[src/rtl/mem_copy_engine.sv]
// Block-copy bus initiator: moves 32-bit words from RAM/ROM into RAM
// over the shared data-memory port, arbitrated by bus_req/bus_gnt.
//
// Ports:
//   clk, reset          rising-edge clock, synchronous active-high reset
//   start               one-cycle copy request, sampled only when idle
//   src_addr, dst_addr  byte addresses latched with start
//   len_words           word count latched with start (0 allowed)
//   bus_req, bus_gnt    memory-port request / grant handshake
//   mem_we, mem_a       write enable and byte address to memory
//   mem_wd, mem_rd      write data out, combinational read data in
//   busy                high while requesting, reading or writing
//   done                one-cycle end-of-operation pulse
//   err                 last start was rejected; held until next start
module mem_copy_engine #(
  parameter int RAM_TOP  = 1020,
  parameter int ROM_BASE = 1024,
  parameter int ROM_TOP  = 2044,
  parameter int LEN_W    = 9
) (
  input  logic             clk,
  input  logic             reset,
  input  logic             start,
  input  logic [31:0]      src_addr,
  input  logic [31:0]      dst_addr,
  input  logic [LEN_W-1:0] len_words,
  output logic             bus_req,
  input  logic             bus_gnt,
  output logic             mem_we,
  output logic [31:0]      mem_a,
  output logic [31:0]      mem_wd,
  input  logic [31:0]      mem_rd,
  output logic             busy,
  output logic             done,
  output logic             err
);

  typedef enum logic [2:0] {
    IDLE,
    REQ,
    RD,
    WR,
    DONE
  } state_t;

  localparam logic [33:0] RAM_TOP_W  = 34'(RAM_TOP);
  localparam logic [33:0] ROM_BASE_W = 34'(ROM_BASE);
  localparam logic [33:0] ROM_TOP_W  = 34'(ROM_TOP);

  state_t state;
  state_t state_nx;

  logic [31:0]      src_cur;
  logic [31:0]      dst_cur;
  logic [31:0]      data_q;
  logic [LEN_W-1:0] rem_q;
  logic             err_q;

  // Range checks run on the raw request inputs. The end addresses are
  // computed two bits wider than the bus so that a huge base address
  // cannot wrap around and masquerade as an in-range block.
  logic        len_nz;
  logic [33:0] len_m1;
  logic [33:0] span;
  logic [33:0] src_w;
  logic [33:0] src_last;
  logic [33:0] dst_last;
  logic        misalign;
  logic        dst_bad;
  logic        src_in_ram;
  logic        src_in_rom;
  logic        src_bad;
  logic        req_bad;

  always_comb begin
    len_nz     = |len_words;
    len_m1     = 34'(len_words) - 34'd1;
    span       = {len_m1[31:0], 2'b00};
    src_w      = {2'b00, src_addr};
    src_last   = src_w + span;
    dst_last   = {2'b00, dst_addr} + span;
    misalign   = (|src_addr[1:0]) | (|dst_addr[1:0]);
    dst_bad    = len_nz && (dst_last > RAM_TOP_W);
    src_in_ram = src_last <= RAM_TOP_W;
    src_in_rom = (src_w >= ROM_BASE_W) &&
                 (src_last <= ROM_TOP_W);
    src_bad    = len_nz && !(src_in_ram || src_in_rom);
    req_bad    = misalign | dst_bad | src_bad;
  end

  always_ff @(posedge clk) begin
    if (reset) begin
      state   <= IDLE;
      src_cur <= '0;
      dst_cur <= '0;
      data_q  <= '0;
      rem_q   <= '0;
      err_q   <= 1'b0;
    end else begin
      state <= state_nx;
      unique case (state)
        IDLE: begin
          if (start) begin
            src_cur <= src_addr;
            dst_cur <= dst_addr;
            rem_q   <= len_words;
            err_q   <= req_bad;
          end
        end
        RD: begin
          if (bus_gnt) begin
            data_q <= mem_rd;
          end
        end
        WR: begin
          if (bus_gnt) begin
            src_cur <= src_cur + 32'd4;
            dst_cur <= dst_cur + 32'd4;
            rem_q   <= rem_q - LEN_W'(1);
          end
        end
        default: begin
        end
      endcase
    end
  end

  always_comb begin
    state_nx = state;
    bus_req  = 1'b0;
    busy     = 1'b0;
    done     = 1'b0;
    mem_we   = 1'b0;
    mem_a    = '0;
    mem_wd   = '0;
    unique case (state)
      IDLE: begin
        if (start) begin
          if (req_bad || !len_nz) begin
            state_nx = DONE;
          end else begin
            state_nx = REQ;
          end
        end
      end
      REQ: begin
        bus_req = 1'b1;
        busy    = 1'b1;
        if (bus_gnt) begin
          state_nx = RD;
        end
      end
      RD: begin
        bus_req = 1'b1;
        busy    = 1'b1;
        mem_a   = src_cur;
        if (bus_gnt) begin
          state_nx = WR;
        end
      end
      WR: begin
        bus_req = 1'b1;
        busy    = 1'b1;
        mem_a   = dst_cur;
        mem_wd  = data_q;
        // The write only lands on a granted cycle; while stalled the
        // captured word is simply held, so the source is never re-read.
        mem_we  = bus_gnt;
        if (bus_gnt) begin
          if (rem_q == LEN_W'(1)) begin
            state_nx = DONE;
          end else begin
            state_nx = RD;
          end
        end
      end
      DONE: begin
        done     = 1'b1;
        state_nx = IDLE;
      end
      default: begin
        state_nx = IDLE;
      end
    endcase
  end

  assign err = err_q;

endmodule
[config.mk]
export PLATFORM = sky130hd
export DESIGN_NAME = mem_copy_engine
export DESIGN_NICKNAME = d
export VERILOG_FILES = /design/src/rtl/mem_copy_engine.sv
export SDC_FILE = /design/constraint.sdc
export NUM_CORES = 1
export LEC_CHECK = 0
export ABC_AREA = 1
export BUFFER_PORTS_ARGS = -buffer_cell sky130_fd_sc_hd__buf_4
export CAP_MARGIN = 20
export CORE_UTILIZATION = 30
export CTS_CLUSTER_SIZE = 20
export DETAILED_ROUTE_END_ITERATION = 7
export PLACE_DENSITY_LB_ADDON = 0.05
export SYNTH_ARGS = -nofsm -noshare
export SYNTH_HDL_FRONTEND = slang
export SYNTH_SLANG_ARGS = --single-unit
[constraint.sdc]
create_clock -name clk -period 4.8 [get_ports clk]
set_input_delay 0.24 -clock clk [delete_from_list [all_inputs] [get_ports clk]]
set_output_delay 0.24 -clock clk [all_outputs]
set_load 0.01 [all_outputs]
== Word-level counts from Yosys, hierarchy flattened ==
Index checks and enable logic that the tools add are counted.

* Add/sub/neg operators: 6
* Magnitude comparators: 4
* Equality and inequality tests: 9
* Multiplexer cells: 21
* Bitwise logic cells: 3
* Reduce and logical (&&, ||, !) cells: 17

{| class="wikitable"
|+ Operators by type and width
! kind !! number
|-
| case mux 32 bit (2 select lines) || 3
|-
| two-way mux 32 bit || 5
|-
| adder 33 x 12 -> 34 bit || 2
|-
| adder 32 x 3 -> 32 bit (second input constant) || 2
|-
| greater-than comparator 34 x 10 -> 1 bit (second input constant) || 1
|-
| <= comparator 34 x 10 -> 1 bit (second input constant) || 1
|-
| <= comparator 34 x 11 -> 1 bit (second input constant) || 1
|-
| greater-or-equal comparator 32 x 11 -> 1 bit (second input constant) || 1
|-
| two-way mux 3 bit || 6
|-
| two-way mux 9 bit || 2
|-
| case mux 9 bit (2 select lines) || 1
|-
| case mux 3 bit (4 select lines) || 1
|-
| subtractor 9 x 1 -> 10 bit (second input constant) || 1
|-
| == test 9 x 1 -> 1 bit (second input constant) || 1
|-
| OR reduction 9 bit || 1
|-
| subtractor 9 x 1 -> 9 bit (second input constant) || 1
|-
| != test 2 bit (second input constant) || 4
|-
| == test 3 x 2 -> 1 bit (second input constant) || 2
|-
| AND reduction 2 bit || 2
|-
| AND reduction 4 bit || 1
|-
| OR reduction 2 bit || 2
|-
| == test 3 x 1 -> 1 bit (second input constant) || 1
|-
| == test 3 bit (second input constant) || 1
|-
| logical AND 1 bit || 3
|-
| 8 further kinds || 14
|}

* Bits in registers: 109
* Input bits: 109
* Output and inout bits: 69
* Logic and storage cells: 66

== Longest topological paths before layout ==
* Depth in word-level cells: 12
* Depth in mapped cells: 29
* Gate-level depth less buffers: 29

== Least setup slack after synthesis ==
OpenSTA, ideal clock, no wires.

* Path type: in2reg
* Start point: in len_words[0]
* End point: reg err_q, in the netlist err
* Arrival: 4.315 ns
* Setup slack: 0.369 ns
* Cell stages on the path: 24
* Path through: inv_1 -> nand2_1 -> nor3_2 -> inv_1 -> nor2_1 -> ha_1 -> nand2_2 -> nor2_2 -> and2_2 -> and2_1 -> nand2_1 -> inv_1 -> nor2_2 -> nor2_1 -> nor2_1 -> nand3_1 -> nor2_2 -> nand2_1 -> nor3_2 -> inv_1 -> nand2_1 -> nand3_1 -> o211ai_1 -> inv_1

* Word-level cells in the longest chain between the ends: 8
* Elaborated cells between the ends (all ways): 14
* Those cells by class: add/sub (3); order compare (3); bitwise (2); reduce/logical (6)

{| class="wikitable"
|+ RTL lines
! element !! RTL line !! RTL
|-
| from (decl) || 26 || <nowiki>input logic [LEN_W-1:0] len_words,</nowiki>
|-
| subtractor 9 x 1 -> 10 bit || 77 || <nowiki>len_m1 = 34'(len_words) - 34'd1;</nowiki>
|-
| adder 33 x 12 -> 34 bit || 80 || <nowiki>src_last = src_w + span;</nowiki>
|-
| <= comparator 34 x 11 -> 1 bit || 86 || <nowiki>(src_last <= ROM_TOP_W);</nowiki>
|-
| logical AND 1 bit || 85 || <nowiki>src_in_rom = (src_w >= ROM_BASE_W) &&</nowiki>
|-
| logical OR 1 bit || 87 || <nowiki>src_bad = len_nz && !(src_in_ram || src_in_rom);</nowiki>
|-
| logical NOT 1 bit || 87 ||
|-
| logical AND 1 bit || 87 ||
|-
| bitwise OR 1 bit (*) || 88 || <nowiki>req_bad = misalign | dst_bad | src_bad;</nowiki>
|-
| to (signal assigned) || 107 || <nowiki>err_q <= req_bad;</nowiki>
|-
| to (decl) || 57 || <nowiki>logic err_q;</nowiki>
|}

Every way passes the cells marked *; elsewhere a longest branch is shown, timed or not.
A chain may end at the register's enable or synchronous reset.

== Final worst setup path ==
Ends and elaborated chain as after synthesis.

==> impl_metrics.yaml <==
clocking:
  root_buffer: "clkbuf_16"
  postCtsHoldBufs: 0
  cts_max_path_buffers: 2
  cts_buffers: 9
  cts_num_sinks: 109
  htree_levels: 3
  cts_tree: "yes"
  cts_setup_buffers: 0
  cts.clk_slew.worst_paths_ns: 0.07
  clkLatencyLatePin_ns: 0.36
  cts_resized: 0
global_routing:
  first_global_vias: 12500
  grt_max_degree: 77
  grt_pass1_wl_mm: 71.6
  antenna_found_initial: 0
  grtUsageTotal_pct: 23.4
  overflow: 0
timing:
  worstMarginPinSlew_ns: 0.971
  grt_setup_unrepaired: "false"
  finalCriticalPeriod_ns: 3.82
  setup_viol: 0
  tns_ns: 0
  relSlewSlack_pct: 35.1
  slew_viol_final: 0
  fin_crit_sh_pct: 79.6
  fin_worst_skew_ns: 0.0115
  fmax_ghz: 0.262
  hold_viol: 0
route:
  wire_per_inst_um: 17.1
  dr.pass1.iters: 6
  vias: 13400
  viasPerCell: 4.85
  routed_wl_mm: 47.2
  drc: 0
  drtIter0Drc: 787
  drt.antenna.violating_nets: 0
run:
  cap_violations: 0
worst_setup_path:
  criticalPathCategory: "in -> reg"
  r2r_setup_slack_ns: 2.06
  worst-r2r-cell-count: 10
  critPathCapture: "err$_SDFFE_PP0P_"
  endpoint_kind: "flop"
  startpoint: "len_words[0]"
  cp.arrival_ns: 4.06
  setup.worst_path.start_class: "input port"
  r2r-end: "dst_cur[18]$_SDFFE_PP0P_"
  r2r-start: "state[1]$_SDFFE_PP0P_"
  cp.required_ns: 5.05
  critPathMaxFanout: 5
power_and_ir_drop:
  p_leak_nw: 6.83
  powerDensity_mw_per_mm2: 181
  peakVddDrop_mv: 0.190
die:
  die_w_um: 200
  die_y_um: 200
  start_util_pct: 30.4
  num_rows: 72
  die_area_mm2: 0.0400
  num_io_pins: 178
  core_area_mm2: 0.0386
synthesis:
  synth_cells: 2099
  synth.distinct_cells: 51
  synthFlopType: "dfxtp_1"
  synth_edf_count: 0
  synth_fp_nets: 2278
  async_flop_share_pct: 0
  synth-warning-count: 0
  ys_seq_elements: 109
  synth.avg_cell_area_um2: 5.60
  ys_seq_area_share_pct: 18.6
  syn_area_mm2: 0.0118
place:
  hpwl_mm: 38.9
  place_area_mm2: 0.0136
  io_buffers: 177
  gp_congestion: 0.906
final_layout:
  antenna_cells: 0
  drive_gt1_share_pct: 12.4
  finalInstanceArea_mm2: 0.0139
  final_cell_mix: "620 x nand2_1, 361 x inv_1, 210 x nor2_1"
  fin_nets: 2414
  layout_commonest_cell: "nand2_1"
  area_delta_synth_final_pct: 18.4
outcome:
  status: "completed"
hold_path:
  worstHoldPathType: "in -> reg"
cells in the mapped netlist, types with 19 or more instances:
| library cell | n | area (um2) |
|---|---|---|
| nand2_2 | 19 | 119 |
| nor3_1 | 34 | 170 |
| a31oi_1 | 26 | 163 |
| xor2_1 | 23 | 201 |
| nand3b_1 | 20 | 150 |
| inv_1 | 361 | 1360 |
| nand2_1 | 622 | 2330 |
| dfxtp_1 | 109 | 2180 |
| o21ai_0 | 119 | 596 |
| nand4_1 | 35 | 219 |
| clkbuf_1 | 54 | 203 |
| ha_1 | 68 | 851 |
| nor2_1 | 211 | 792 |
| nand3_1 | 101 | 505 |
| a21oi_1 | 138 | 691 |
per-layer routing:
metal  GRT usage [%]  up-vias  part of all wire, %
met5               0        -                    0
met4            5.40        0                  1.7
met3            2.05       40                  4.3
met2            41.1      285                   47
met1            30.8     6070                   47
li1                -     6982                    -
metrics by stage:
step	setup slack, ns	std cells	hold WS, ns	power (mW)	utilization, %
2_1_floorplan	0.369	2099	0.385	1.46	-
3_3_place_gp	0.638	2742	0.440	1.74	35.2
3_5_place_dp	0.621	2742	0.447	1.74	35.2
4_1_cts	0.973	2758	0.146	2.55	36.0
5_1_grt	0.562	2758	0.153	2.67	36.0
6_report	0.982	2758	0.156	2.52	36.0
sequential cells by signal, summed over array words and instances, names as in the netlist:
register  flops
data_q       32
dst_cur      32
err           1
rem_q         9
src_cur      32
state         3
power breakdown:
| group | switching, mW | internal, mW |
|---|---|---|
| registers | 0.0568 | 0.955 |
| logic | 0.457 | 0.248 |
| clock network | 0.379 | 0.423 |
layout make-up:
cell class / count / area, um2
multi-input cells: 1558 / 7960
inverters: 370 / 1390
clock buffers: 10 / 239
fillers: 4415 / 24700
repair buffers: 187 / 1430
clock inverters: 6 / 70.1
well taps: 518 / 648
flip-flops and latches: 109 / 2180
cells by family after synthesis:
group	synth area share, %
compound gates	17.1
buf+inv	13.9
simple gates	40.4
xor+xnor	2.46
flops	18.6
fa+ha+maj	7.58
critical path, cell delays in order:
cell	delay [ns]
buf_4	0.11
inv_1	0.13
ha_1	0.22
nand2_1	0.09
or3_1	0.35
nor3_1	0.19
xor2_1	0.44
ha_1	0.27
nand2_1	0.12
nor2_1	0.24
nand3_1	0.16
nand3_1	0.18
nand2_1	0.09
nand3_1	0.08
nand2_1	0.05
nor2_1	0.16
nand2_1	0.07
nor2_1	0.11
nand4_1	0.12
nor3_2	0.14
buf_4	0.18
inv_1	0.04
nand2_1	0.05
nand3_1	0.07
o211ai_1	0.09
inv_1	0.05
how the worst min path moves through the flow:
stage | startpoint | to | slack (ns) | cells past startpoint
after CTS | dst_addr[1] | dst_cur[1]$_SDFFE_PP0P_ | 0.15 | 3
after global placement | data_q[1]$_SDFFE_PP0P_ | data_q[1]$_SDFFE_PP0P_ | 0.44 | 2
final | dst_addr[1] | dst_cur[1]$_SDFFE_PP0P_ | 0.16 | 3
after global routing | dst_addr[1] | dst_cur[1]$_SDFFE_PP0P_ | 0.15 | 3
after detailed placement | data_q[30]$_SDFFE_PP0P_ | data_q[30]$_SDFFE_PP0P_ | 0.45 | 2
after floorplan | dst_addr[0] | dst_cur[0]$_SDFFE_PP0P_ | 0.38 | 2
(Power assumes the default switching activity.)
